--- config.mk ---
export PLATFORM = sky130hd
export DESIGN_NAME = stb_seq
export DESIGN_NICKNAME = d
export VERILOG_FILES = /design/src/rtl/stb_seq.sv
export SDC_FILE = /design/constraint.sdc
export NUM_CORES = 1
export LEC_CHECK = 0
export CORE_ASPECT_RATIO = 0.7
export CORE_MARGIN = 8
export CORE_UTILIZATION = 40
export CTS_BUF_LIST = sky130_fd_sc_hd__clkbuf_2 sky130_fd_sc_hd__clkbuf_4 sky130_fd_sc_hd__clkbuf_8
export CTS_CLUSTER_DIAMETER = 100
export CTS_CLUSTER_SIZE = 24
export DETAILED_ROUTE_END_ITERATION = 16
export GPL_TIMING_DRIVEN = 0
export RECOVER_POWER = 100
export REMOVE_ABC_BUFFERS = 1
export SYNTH_ARGS = -nofsm -noshare
export SYNTH_HDL_FRONTEND = slang
export SYNTH_SLANG_ARGS = --single-unit
--- constraint.sdc ---
create_clock -name clk_i -period 15.5 [get_ports clk_i]
set_clock_uncertainty 0.15 [all_clocks]
set_input_delay 3.1 -clock clk_i [delete_from_list [all_inputs] [get_ports clk_i]]
set_output_delay 3.1 -clock clk_i [all_outputs]
set_load 0.02 [all_outputs]
--- src/rtl/stb_seq.sv ---
// Strobe request sequencer: issues bursts of stb_req with gap, latency stats and timeout.
// Optional running max latency via `STB_SEQ_LAT_STATS_EN.
module stb_seq #(
  parameter int CNT_WIDTH   = 32,
  parameter int BURST_WIDTH = 16
) (
  input  logic                   clk_i,
  input  logic                   arst_i,
  input  logic                   start_i,
  input  logic [BURST_WIDTH-1:0] burst_len_i,
  input  logic [CNT_WIDTH-1:0]   gap_i,
  input  logic [CNT_WIDTH-1:0]   timeout_i,
  input  logic                   rdy_i,
  input  logic                   stb_valid_i,
  input  logic [CNT_WIDTH-1:0]   stb_period_i,
  output logic                   stb_req_o,
  output logic                   busy_o,
  output logic                   done_o,
  output logic                   err_o,
  output logic [BURST_WIDTH-1:0] req_cnt_o,
  output logic [CNT_WIDTH-1:0]   last_lat_o,
  output logic [CNT_WIDTH-1:0]   max_lat_o,
  output logic [CNT_WIDTH-1:0]   period_o
);

  localparam logic [CNT_WIDTH-1:0]   C_ONE = CNT_WIDTH'(1);
  localparam logic [CNT_WIDTH-1:0]   C_TWO = CNT_WIDTH'(2);
  localparam logic [BURST_WIDTH-1:0] B_ONE = BURST_WIDTH'(1);

  typedef enum logic [2:0] {
    IDLE,
    WAIT_RDY,
    REQ,
    WAIT_ACK,
    WAIT_DONE,
    GAP,
    FINISH
  } state_t;

  state_t                 state;
  logic [BURST_WIDTH-1:0] burst_q;
  logic [CNT_WIDTH-1:0]   gap_q;
  logic [CNT_WIDTH-1:0]   tmo_q;
  logic [CNT_WIDTH-1:0]   tmo_cnt;
  logic [CNT_WIDTH-1:0]   lat_cnt;
  logic [CNT_WIDTH-1:0]   gap_cnt;

  logic                   tmo_hit;
  logic [CNT_WIDTH-1:0]   lat_inc;
  logic [BURST_WIDTH-1:0] cnt_inc;

  assign tmo_hit = (tmo_q != '0) && (tmo_cnt == tmo_q);
  assign lat_inc = (lat_cnt == '1) ? lat_cnt : lat_cnt + C_ONE;
  assign cnt_inc = req_cnt_o + B_ONE;

`ifndef STB_SEQ_LAT_STATS_EN
  assign max_lat_o = '0;
`endif

  always_ff @(posedge clk_i or negedge arst_i) begin
    if (!arst_i) begin
      state      <= IDLE;
      burst_q    <= '0;
      gap_q      <= '0;
      tmo_q      <= '0;
      tmo_cnt    <= '0;
      lat_cnt    <= '0;
      gap_cnt    <= '0;
      stb_req_o  <= 1'b0;
      busy_o     <= 1'b0;
      done_o     <= 1'b0;
      err_o      <= 1'b0;
      req_cnt_o  <= '0;
      last_lat_o <= '0;
      period_o   <= '0;
`ifdef STB_SEQ_LAT_STATS_EN
      max_lat_o  <= '0;
`endif
    end else begin
      done_o <= 1'b0;
      unique case (state)
        IDLE: begin
          if (start_i) begin
            burst_q   <= burst_len_i;
            gap_q     <= (gap_i < C_TWO) ? C_TWO : gap_i;
            tmo_q     <= timeout_i;
            tmo_cnt   <= C_ONE;
            err_o     <= 1'b0;
            req_cnt_o <= '0;
            busy_o    <= 1'b1;
`ifdef STB_SEQ_LAT_STATS_EN
            max_lat_o <= '0;
`endif
            state <= (burst_len_i == '0) ? FINISH : WAIT_RDY;
          end
        end
        WAIT_RDY: begin
          if (rdy_i) begin
            period_o <= stb_period_i;
            state    <= REQ;
          end else if (tmo_hit) begin
            err_o <= 1'b1;
            state <= FINISH;
          end else begin
            tmo_cnt <= tmo_cnt + C_ONE;
          end
        end
        REQ: begin
          stb_req_o <= 1'b1;
          lat_cnt   <= C_ONE;
          tmo_cnt   <= C_ONE;
          state     <= WAIT_ACK;
        end
        WAIT_ACK: begin
          lat_cnt <= lat_inc;
          if (!stb_valid_i) begin
            tmo_cnt <= C_ONE;
            state   <= WAIT_DONE;
          end else if (tmo_hit) begin
            stb_req_o <= 1'b0;
            err_o     <= 1'b1;
            state     <= FINISH;
          end else begin
            tmo_cnt <= tmo_cnt + C_ONE;
          end
        end
        WAIT_DONE: begin
          if (stb_valid_i) begin
            // lat_cnt already counts this sampling cycle
            last_lat_o <= lat_cnt;
`ifdef STB_SEQ_LAT_STATS_EN
            if (lat_cnt > max_lat_o) max_lat_o <= lat_cnt;
`endif
            req_cnt_o <= cnt_inc;
            stb_req_o <= 1'b0;
            gap_cnt   <= C_ONE;
            state     <= (cnt_inc == burst_q) ? FINISH : GAP;
          end else if (tmo_hit) begin
            stb_req_o <= 1'b0;
            err_o     <= 1'b1;
            state     <= FINISH;
          end else begin
            lat_cnt <= lat_inc;
            tmo_cnt <= tmo_cnt + C_ONE;
          end
        end
        GAP: begin
          // The REQ cycle supplies the last low cycle of the gap
          if (gap_cnt >= gap_q - C_ONE) state <= REQ;
          else gap_cnt <= gap_cnt + C_ONE;
        end
        FINISH: begin
          done_o <= 1'b1;
          busy_o <= 1'b0;
          state  <= IDLE;
        end
        default: state <= IDLE;
      endcase
    end
  end

endmodule

==> metrics.txt, run 1 <==
HP Start last_lat_o[5]; final setup fails 0; Non-Filler Instances 2258; GP Congestion 0.848; initial antenna violation count 2; unrepaired setup endpoints after global routing no; failing checks max-capacitance violations, max-slew violations; Core Box Area 35500 µm²; FMAX 127 MHz; starting density of the core 0.402; Setup WS post-layout 7.61 ns; Sink Count 263; ys async rst share 1.00; Inserted Clock Buffers 14; status finished, violations left; largest net degree at the start of global routing 104; Total Die Area 42000 µm²; 1st-pass router iterations 6; Worst setup SP type input port; hpwl dp 30.0 mm; WL final 40.4 mm; RR Endpoint gap_cnt[20]; Site Rows 58; static leakage power 7.62 nW; Die Width 242 µm; nets@finish 1932; endpoints failing hold 0; Hold Path Sink last_lat_o[5]; FILL cells 3439; synth top area cells dfrtp_1, nand2_1, xnor2_1, ha_1, o21ai_0; DRT iter0 DRCs 973; hold path cells 2; slew margin rel. -1.95; vias in the first global route 11700; Max Fanout on Critical Path 69; Synth cell types 62; Synth area leader dfrtp_1; syn avg cell area 8.80 µm²; top-count cell post-synth nand2_1; IO Pins 233; first-pass GRT wire length 65.6 mm; Post-synth top flop dfrtp_1; Die H 174 µm; actual slew at the worst max-slew pin 4.42 ns; worst hold path type reg2reg; Worst Hold Slack 0.330 ns; post-CTS setup buffer count 0; synthesized instance count 1619; Post-synth EDFFs 0; Cells after DPL 2242; # Max-Cap Violations 4; clk slew on worst S/H paths 0.15 ns; All-Layer GR Usage 0.188; post-route setup TNS 0 ns; total vias in the final route 12200; Routed WL per cell 17.9 µm; period utilisation layout 0.509; cts hold-fix bufs 0; Final Util 0.474; cts repair resizes 0; synthesized area 14300 µm²; crit path DAT 8.23 ns; required time worst endpoint 15.85 ns; Reg2Reg Depth 14; n_diodes 0; post-route cell area 16800 µm²; later-pin clock latency in the skew report 0.57 ns; grt ovf 0; max-slew violations 277; fin crit period 7.89 ns; Setup crit end kind register; Post-synth top cells nand2_1, dfrtp_1, o21ai_0; layout cell share with drive strength beyond 1 0.0405; area share of the largest cell type after synthesis 0.462; # H-tree levels 1; vias per cell 5.40; Syn. warnings 0; clock root cell clkbuf_8; I/O Buffers 200; total power 2.27 mW; Peak VDD IR 0.0929 mV; critical path type in2reg; Post-Place Worst Slack 8.68 ns; synthesis-to-layout area growth 18.1%; CTS Buffer Depth 3; power density cells 135 nW/µm²; sequential share of the synthesized area 0.462; CTS tree yes; R2R Path Start gap_q[6]; Yosys reg bits 263; Routed Antenna Nets 0; number of remaining DRC errors 0; Post-DP Area 16700 µm²; R2R setup slack 9.56 ns
[flip-flops by register name (all words and copies together), names as in the netlist]
name / count
burst_q: 16
busy_o: 1
done_o: 1
err_o: 1
gap_cnt: 32
gap_q: 32
last_lat_o: 32
lat_cnt: 32
period_o: 32
req_cnt_o: 16
state: 3
stb_req_o: 1
tmo_cnt: 32
tmo_q: 32
[critical path: stages]
cell and delay (ns):
dlygate4sd3_1 0.81, nand3_1 2.04, nand3_1 0.56, o22a_1 0.36, nand4_1 0.52, or4_1 0.66, a21oi_1 0.15
[cell usage in the layout (no fill, tap or decap), drive strengths merged, types with 7 or more instances in the layout]
cell type and count:
nand2 427, dfrtp 263, clkdlybuf4s50 112, o21ai 87, dlygate4sd3 87, nor2 72
a21oi 69, xnor2 53, nand4 50, nand3 49, xor2 49, or3 48
nor4 47, ha 37, mux2 33, conb 32, nor3 32, inv 27
clkbuf 26, o31ai 19, and3 19, or4 18, nand2b 16, o211ai 12
mux2i 12, and4 11, and2 8, buf 8, a21o 7
[layer usage]
metal / wire [µm] / GRT usage
met5: 0 / 0
met4: 451 / 0.0237
met3: 2030 / 0.0256
met2: 17800 / 0.289
met1: 20100 / 0.285
[where the power goes]
group / internal (mW) / switching, mW / leakage [nW]
sequential: 0.851 / 0.176 / 3.46
combinational: 0.382 / 0.551 / 4.05
clock: 0.0915 / 0.216 / 0.112
total: 1.32 / 0.943 / 7.62
[cell type report]
cell class	count	area, µm²	area share
Multi-Input combinational cell	1255	7160	0.426
Sequential cell	263	6580	0.391
Timing Repair Buffer	217	2170	0.129
Tap cell	480	601	0.0357
Clock buffer	16	214	0.0127
Inverter	27	101	0.00602
[how the worst max path moves through the flow]
| stage | from | cells past startpoint | end |
|---|---|---|---|
| 2_1_floorplan | start_i | 5 | req_cnt_o[11] |
| 3_3_place_gp | arst_i | 1 | tmo_q[27] |
| 3_5_place_dp | stb_valid_i | 7 | gap_cnt[20] |
| 4_1_cts | stb_valid_i | 7 | gap_cnt[20] |
| 5_1_grt | stb_valid_i | 7 | gap_cnt[20] |
| 6_report | stb_valid_i | 7 | gap_cnt[20] |
[cell families after synthesis]
group	after synthesis	synth area share
fa+ha+maj	37	0.0325
flops	263	0.462
mux	45	0.0345
other cells	1	0.000263
buf+inv	132	0.0434
simple gates	807	0.267
compound gates	232	0.0975
xor+xnor	102	0.0627
(Power assumes the default switching activity.)
==> run 2, diff against run 1 <==
==> constraint.sdc (replaced) <==
create_clock -name clk_i -period 7.4 [get_ports clk_i]
set_clock_uncertainty 0.15 [all_clocks]
set_input_delay 1.48 -clock clk_i [delete_from_list [all_inputs] [get_ports clk_i]]
set_output_delay 1.48 -clock clk_i [all_outputs]
set_load 0.02 [all_outputs]
==> run 2 against run 1 <==
Net effect:
- the run still ends with max-capacitance violations, max-slew violations left
- via count hardly changed
- clock-buffer cell count is the same
- combinational power up 110%
- worst hold slack unchanged
- cell count is the same
- global-route usage unchanged
- sequential share of layout area hardly changed
- first-iteration DRC count did not move
- utilization about the same
- power is 110% higher
- largest power group unchanged
==> metrics.txt, run 2 (synthesis results as in run 1) <==
status finished, violations left; failing checks max-capacitance violations, max-slew violations; GP Congestion 0.848; number of remaining DRC errors 0; slew margin rel. -1.95; Top Metal Used met4; R2R Path Start gap_q[6]; Worst setup SP type input port; # Max-Cap Violations 4; unrepaired setup endpoints after global routing no; required time worst endpoint 7.75 ns; clk slew on worst S/H paths 0.15 ns; period utilisation layout 0.847; nets@finish 1932; Comb pwr share 0.411; final setup fails 0; CTS Buffer Depth 3; WL final 40.4 mm; HP Start last_lat_o[5]; I/O Buffers 200; vias in the first global route 11700; Int Power 2.77 mW; critical path type in2reg; total power 4.75 mW; NetSw 1.97 mW; largest net degree at the start of global routing 104; sequential power share 0.453; Critical path origin stb_valid_i; DRT iter0 DRCs 973; post-CTS setup buffer count 0; fin crit period 6.27 ns; layout cell share with drive strength beyond 1 0.0399; max-slew violations 277; first-pass GRT wire length 65.6 mm; met3 WL 2.13 mm; Final Util 0.474; Total Die Area 42000 µm²; FMAX 160 MHz; Core Box Area 35500 µm²; met1 WL 20.0 mm; cts repair resizes 0; FILL cells 3441; static leakage power 7.62 nW; commonest non-fill, non-tap cell in the layout nand2_1; wire length on met2 17.8 mm; Setup crit end kind register; CTS tree yes; clock network fraction of total power 0.136; Die Width 242 µm; worst hold path type reg2reg; Peak VDD IR 0.195 mV; sw frac 0.416; later-pin clock latency in the skew report 0.57 ns; crit path DAT 6.61 ns; Non-Filler Instances 2258; IO Pins 233; Max Fanout on Critical Path 69; actual slew at the worst max-slew pin 4.42 ns; cts hold-fix bufs 0; starting density of the core 0.402; 1st-pass router iterations 6; power density cells 282 nW/µm²; vias per cell 5.40; most frequent cells in the layout nand2_1, dfrtp_1, clkdlybuf4s50_1; synthesis-to-layout area growth 18.0%; n_diodes 0; Site Rows 58; All-Layer GR Usage 0.188; clock root cell clkbuf_8; endpoints failing hold 0; Cells after DPL 2242; hpwl dp 30.0 mm; Die H 174 µm; Inserted Clock Buffers 14; Multi-input gate area 7160 µm²; Sequential Area 6580 µm²; # H-tree levels 1; Routed Antenna Nets 0; Routed WL per cell 17.9 µm; initial antenna violation count 2; total vias in the final route 12200; post-route setup TNS 0 ns; Sink Count 263; grt ovf 0
[run 2: area by class of cell]
class / count / area share
inverter: 27 / 0.00602
multi-input combinational: 1255 / 0.426
timing repair buffer: 217 / 0.129
clock buffer: 16 / 0.0127
tap: 480 / 0.0357
sequential: 263 / 0.391
[run 2: worst max-delay path, cell delays in order]
cell and delay (ns):
dlygate4sd3_1 0.81, nand3_1 2.04, nand3_1 0.56, o22a_1 0.36, nand4_1 0.53, or4_1 0.67, a21oi_1 0.15
[run 2: worst paths after layout]
path	end	slack [ns]	depth (start not counted)
setup reg to reg	gap_cnt[20]	1.41	14
hold / removal	last_lat_o[5]	0.33	2
max in group asynchronous	period_o[9]	2.29	1
hold reg to reg	last_lat_o[5]	0.33	2
min in group asynchronous	burst_q[4]	2.30	1
setup / recovery	gap_cnt[20]	1.13	7
[run 2: layer usage]
metal  track usage  up-vias
li1              -     5877
met1         0.285     5954
met2         0.289      324
met3        0.0256       35
met4        0.0237        0
met5             0        -
[run 2: metrics by stage]
step	hold WS (ns)	setup WS (ns)	instance area, µm²
floorplan	0.312	0.303	13900
global placement	0.309	-7.15	16500
detailed placement	0.313	1.58	16700
CTS	0.346	1.56	17000
global route	0.365	0.664	16800
finish	0.330	1.13	16800
[run 2: power by group through the flow]
| stage | registers, mW | clock network, mW | logic, mW |
|---|---|---|---|
| floorplan | 2.22 | 0 | 1.14 |
| global placement | 2.17 | 0 | 1.94 |
| detailed placement | 2.19 | 0 | 2.03 |
| CTS | 2.16 | 0.676 | 2.04 |
| global route | 2.21 | 0.720 | 2.17 |
| finish | 2.15 | 0.644 | 1.95 |
